**src/rtl/imod_ctl.sv**
```systemverilog
// Purpose : sequences IMOD substitution into the IR and arbitrates it against debug instruction injection.
// Latency : IMOD write affects the next fetch (>=1 cycle); dbg_ack pulses the cycle after the IR loads the injected word.
// Backpress: none; a debug request is held ARMED until a fetch consumes it, and pending IMOD waits behind it.
//
// Ports:
//   clk, reset            clock, synchronous active-high reset
//   state_fetch           fetch cycle (IR loads at the end of it)
//   state_write           write-back cycle; qualifies dest_imod_lo/hi
//   dest_imod_lo/hi       IMOD writes into the low [LOW-1:0] / high [IW-1:LOW] half
//   wdata                 write-back data
//   imod_abort            discard any pending IMOD
//   dbg_req, dbg_ir       level request and word to inject
//   dbg_ack               one-cycle pulse after the injected word is loaded
//   destimod0/1, iob      per-half IR select strobes and substitute word (register-driven)
//   imod_pending          any IMOD half armed
module imod_ctl #(
  parameter int IW  = 48,
  parameter int LOW = 26
) (
  input  logic          clk,
  input  logic          reset,
  input  logic          state_fetch,
  input  logic          state_write,
  input  logic          dest_imod_lo,
  input  logic          dest_imod_hi,
  input  logic [IW-1:0] wdata,
  input  logic          imod_abort,
  input  logic          dbg_req,
  input  logic [IW-1:0] dbg_ir,
  output logic          dbg_ack,
  output logic          destimod0,
  output logic          destimod1,
  output logic [IW-1:0] iob,
  output logic          imod_pending
);

  localparam logic [1:0] DBG_IDLE  = 2'd0;
  localparam logic [1:0] DBG_ARMED = 2'd1;
  localparam logic [1:0] DBG_DONE  = 2'd2;

  localparam logic [IW-1:0] LO_MASK = {{(IW-LOW){1'b0}}, {LOW{1'b1}}};
  localparam logic [IW-1:0] HI_MASK = ~LO_MASK;

  logic [IW-1:0] imod_buf_q, imod_buf_d;
  logic          pend_lo_q, pend_lo_d;
  logic          pend_hi_q, pend_hi_d;
  logic [IW-1:0] dbg_buf_q, dbg_buf_d;
  logic [1:0]    dbg_st_q, dbg_st_d;
  logic          dbg_ack_q, dbg_ack_d;

  logic dbg_armed;
  assign dbg_armed = (dbg_st_q == DBG_ARMED);

  // IMOD holding buffer. A fetch consumes before a same-cycle write is
  // captured, so the new write lands in the freshly cleared buffer and arms
  // the following fetch. While an injection is ARMED the fetch belongs to
  // debug, so pending IMOD is left in place.
  always_comb begin
    imod_buf_d = imod_buf_q;
    pend_lo_d  = pend_lo_q;
    pend_hi_d  = pend_hi_q;
    if (imod_abort) begin
      imod_buf_d = '0;
      pend_lo_d  = 1'b0;
      pend_hi_d  = 1'b0;
    end else begin
      if (state_fetch && !dbg_armed) begin
        imod_buf_d = '0;
        pend_lo_d  = 1'b0;
        pend_hi_d  = 1'b0;
      end
      if (state_write && dest_imod_lo) begin
        imod_buf_d = imod_buf_d | (wdata & LO_MASK);
        pend_lo_d  = 1'b1;
      end
      if (state_write && dest_imod_hi) begin
        imod_buf_d = imod_buf_d | (wdata & HI_MASK);
        pend_hi_d  = 1'b1;
      end
    end
  end

  // Debug injection FSM. DONE waits for the requester to drop dbg_req so a
  // held level is never taken as a second request.
  always_comb begin
    dbg_st_d  = dbg_st_q;
    dbg_buf_d = dbg_buf_q;
    dbg_ack_d = 1'b0;
    case (dbg_st_q)
      DBG_IDLE: begin
        if (dbg_req) begin
          dbg_buf_d = dbg_ir;
          dbg_st_d  = DBG_ARMED;
        end
      end
      DBG_ARMED: begin
        if (state_fetch) begin
          dbg_st_d  = DBG_DONE;
          dbg_ack_d = 1'b1;
        end
      end
      DBG_DONE: begin
        if (!dbg_req) dbg_st_d = DBG_IDLE;
      end
      default: dbg_st_d = DBG_IDLE;
    endcase
  end

  always_ff @(posedge clk) begin
    if (reset) begin
      imod_buf_q <= '0;
      pend_lo_q  <= 1'b0;
      pend_hi_q  <= 1'b0;
      dbg_buf_q  <= '0;
      dbg_st_q   <= DBG_IDLE;
      dbg_ack_q  <= 1'b0;
    end else begin
      imod_buf_q <= imod_buf_d;
      pend_lo_q  <= pend_lo_d;
      pend_hi_q  <= pend_hi_d;
      dbg_buf_q  <= dbg_buf_d;
      dbg_st_q   <= dbg_st_d;
      dbg_ack_q  <= dbg_ack_d;
    end
  end

  // Output mux selects between registers only, keyed by registered state,
  // so the IR load path sees values stable for the whole fetch cycle.
  assign destimod0    = dbg_armed | pend_lo_q;
  assign destimod1    = dbg_armed | pend_hi_q;
  assign iob          = dbg_armed ? dbg_buf_q : imod_buf_q;
  assign imod_pending = pend_lo_q | pend_hi_q;
  assign dbg_ack      = dbg_ack_q;

endmodule
```
**config.mk**
```make
export PLATFORM = sky130hd
export DESIGN_NAME = imod_ctl
export DESIGN_NICKNAME = d
export VERILOG_FILES = /design/src/rtl/imod_ctl.sv
export SDC_FILE = /design/constraint.sdc
export NUM_CORES = 1
export LEC_CHECK = 0
export CAP_MARGIN = 30
export CELL_PAD_IN_SITES_DETAIL_PLACEMENT = 1
export CELL_PAD_IN_SITES_GLOBAL_PLACEMENT = 2
export CORE_MARGIN = 1
export CORE_UTILIZATION = 25
export CTS_CLUSTER_DIAMETER = 30
export CTS_CLUSTER_SIZE = 30
export DETAILED_ROUTE_END_ITERATION = 10
export GPL_TIMING_DRIVEN = 0
export PLACE_DENSITY_LB_ADDON = 0.1
export SLEW_MARGIN = 40
export SYNTH_ARGS = -nofsm -noshare
export SYNTH_HDL_FRONTEND = slang
export SYNTH_SLANG_ARGS = --single-unit
```
**constraint.sdc**
```tcl
create_clock -name clk -period 1.6 [get_ports clk]
set_clock_uncertainty 0.15 [all_clocks]
set_input_delay 0.16 -clock clk [delete_from_list [all_inputs] [get_ports clk]]
set_output_delay 0.16 -clock clk [all_outputs]
set_load 0.02 [all_outputs]
```
==> impl_results.md <==
- Outcome: finished, violations left
- Violated checks: negative setup slack
- Design area: 6390 um2
- Detail Placement HPWL: 9130 um
- Initial antenna violation count: 0
- # nets final: 673
- Vias in the first global route: 3827
- Most frequently used flop master after synthesis: dfxtp_1
- YS warnings: 0
- Layout area overhead: 64.5%
- Dpl cell area: 5660 um2
- Worst slew pin tran: 544 ps
- DRT antenna net count: 0
- Worst skew pair latency: 350 ps
- Initial core utilization: 0.255
- I/O pin count: 156
- GR Overflow Total: 0
- Register cell area after layout: 2030 um2
- Async S/R FF share, synth: 0
- Compound-Gate Fraction of Synth Area: 0.180
- Crit path capture type: output pin
- Footprint of the multi-input gates: 1840 um2
- Detailed Route Iter0 Violations: 109
- H-tree levels: 3
- Max cap viols: 0
- Avg Vias per Cell: 4.60
- Fin crit share: 1.23
- Longest Clk Path Bufs: 2
- Adder-Cell Fraction of Synth Area: 0
- N_diodes: 0
- Clock-pin transition on the worst setup and hold timing paths: 70 ps
- Mapped Cells: 393
- Avg Synthesized Cell Area: 9.88 um2
- Slew headroom: 0.637
- Final Hold Vio Count: 0
- Yosys reg bits: 101
- Netlist cell types: 21
- Tightest Hold Check Type: primary input to flip-flop
- GRT Total Usage: 0.171
- Vias: 3500
- Rows: 45
- Arr. time, crit path: 1650 ps
- CTS tree: done
- Dominant cells by area after synthesis: dfxtp_1, mux2_1, a22o_1, nand2_1, a21oi_1
- Largest net degree at the start of global routing: 16
- Commonest cells in the netlist: dfxtp_1, nand2_1, a21oi_1
- Layout cell share with drive strength beyond 1: 0.250
- Drt total wl: 13200 um
- Minimum clock period: 1960 ps
- GP Congestion: 0.766
- RSZ-0062 raised after global routing: true
- Post-synth EDFFs: 0
- # fillers: 1702
- Startpoint types: flip-flop
- DR pass1 iterations: 4
- Crit Path Category: flip-flop to output pin
- Final Power: 0.00614 W
- Die X: 127 um
- Syn_nets: 497
- Final Slew Violations: 0
- Peak VDD IR: 519 uV
- Chip Height: 127 um
- Most common cell in the netlist: dfxtp_1
- Highest attainable clock frequency: 0.509 GHz
- Wire per inst: 17.4 um
- Synth Area in Simple Gates: 0.115
- Setup violators final: 82
- Syn Std Cell Area: 3880 um2
- Post-synthesis mux area share: 0.139
- TritonCTS Buffers: 9
- IO Port Bufs: 154
- Register area share after synthesis: 0.521
- Die ar.: 16000 um2
- Post-synth top area share: 0.521
- Xor and xnor fraction of the mapped netlist area: 0
- Main combinational cell family by area after synthesis: compound AO/OA/AOI/OAI gates
- Core area: 15200 um2
- Post-synth top area cell: dfxtp_1
- Pwr/cell area: 962 nW/um2
- Leakage dissipation: 2.76 nW
- DRC: 0
- Worst path required time: 1290 ps
- Sink Count: 101
- First-pass GRT wire length: 20700 um
- CP Max Fanout: 8
- Clk root buf: clkbuf_16
- Fin worst setup slack: -365 ps
repair_timing:
item                                    4_1_cts  5_1_grt
buffers inserted                             10        4
endpoints found under the setup margin      136      150
gates cloned                                  2        1
resized for setup                           326       48
hold buffers                                  1        0
endpoints found under the hold margin         1        0
pin swaps                                     1        2
path summary, 6_finish.rpt:
check                           slack (ps)        endpoint          start  depth (start not counted)
worst max-delay path                  -360          iob[9]    dbg_st_q[1]                          6
worst min-delay path                   210    dbg_buf_q[1]      dbg_ir[1]                          3
worst max register to register         -40  imod_buf_q[12]    dbg_st_q[1]                          7
worst min register to register         300   dbg_buf_q[29]  dbg_buf_q[29]                          2
area by class of cell:
cell class | instances | area share
Clock inverter | 4 | 0.0114
Sequential cell | 101 | 0.317
Clock buffer | 11 | 0.0380
Tap cell | 188 | 0.0368
Multi-Input combinational cell | 258 | 0.288
Timing Repair Buffer | 169 | 0.264
Buffer | 30 | 0.0448
placed cells by master, fill, tap and decap left out, types with 3 or more instances in the layout:
cell | netlist | routed
buf_4 | 2 | 9
buf_12 | 0 | 7
buf_6 | 2 | 36
buf_8 | 0 | 8
buf_2 | 20 | 24
dfxtp_1 | 101 | 99
nand2_1 | 96 | 96
mux2_1 | 48 | 18
clkdlybuf4s50_1 | 0 | 102
nand2b_4 | 0 | 3
clkbuf_16 | 0 | 10
a21oi_1 | 49 | 49
clkbuf_1 | 9 | 6
a22o_1 | 48 | 48
mux2_4 | 0 | 30
routing by layer:
layer,GRT usage,vias up,part of all wire
met1,0.212,1684,0.47
li1,-,1715,-
met3,0.0637,11,0.064
met5,0,-,0
met2,0.280,90,0.46
met4,0.0383,0,0.0086
critical path: stages (launching register included):
cell and delay, ps:
dfxtp_2 320, nand2b_4 140, buf_12 150, buf_8 140
buf_12 120, mux2_4 300, buf_6 130
state kept, by name, summed over array words and instances, names as in the netlist:
signal	count
pend_hi_q	1
dbg_buf_q	48
imod_buf_q	48
dbg_st_q	2
pend_lo_q	1
dbg_ack	1
power by group:
group | leakage, nW | internal [W] | switching (W) | total (W)
clock | 0.152 | 0.00140 | 0.000972 | 0.00238
combinational | 1.79 | 0.000616 | 0.000470 | 0.00109
sequential | 0.825 | 0.00262 | 0.0000586 | 0.00268
stage by stage:
| step | cells | setup WS, ps | hold slack (ps) | setup TNS [ps] | util |
|---|---|---|---|---|---|
| final | 761 | -365 | 208 | -14170 | 0.420 |
| after global routing | 761 | -420 | 195 | -21120 | 0.420 |
| after global placement | 735 | -638 | 289 | -53100 | 0.372 |
| after floorplan | 393 | 48.0 | 136 | 0 | - |
| after CTS | 762 | -381 | 190 | -17580 | 0.414 |
| after detailed placement | 735 | -661 | 295 | -56150 | 0.372 |
cells by family after synthesis:
kind of cell / after synthesis
AND/OR/NAND/NOR: 109
AO/OA/AOI/OAI: 101
flip-flops: 101
multiplexers: 48
buffers and inverters: 34
(Power assumes the default switching activity.)
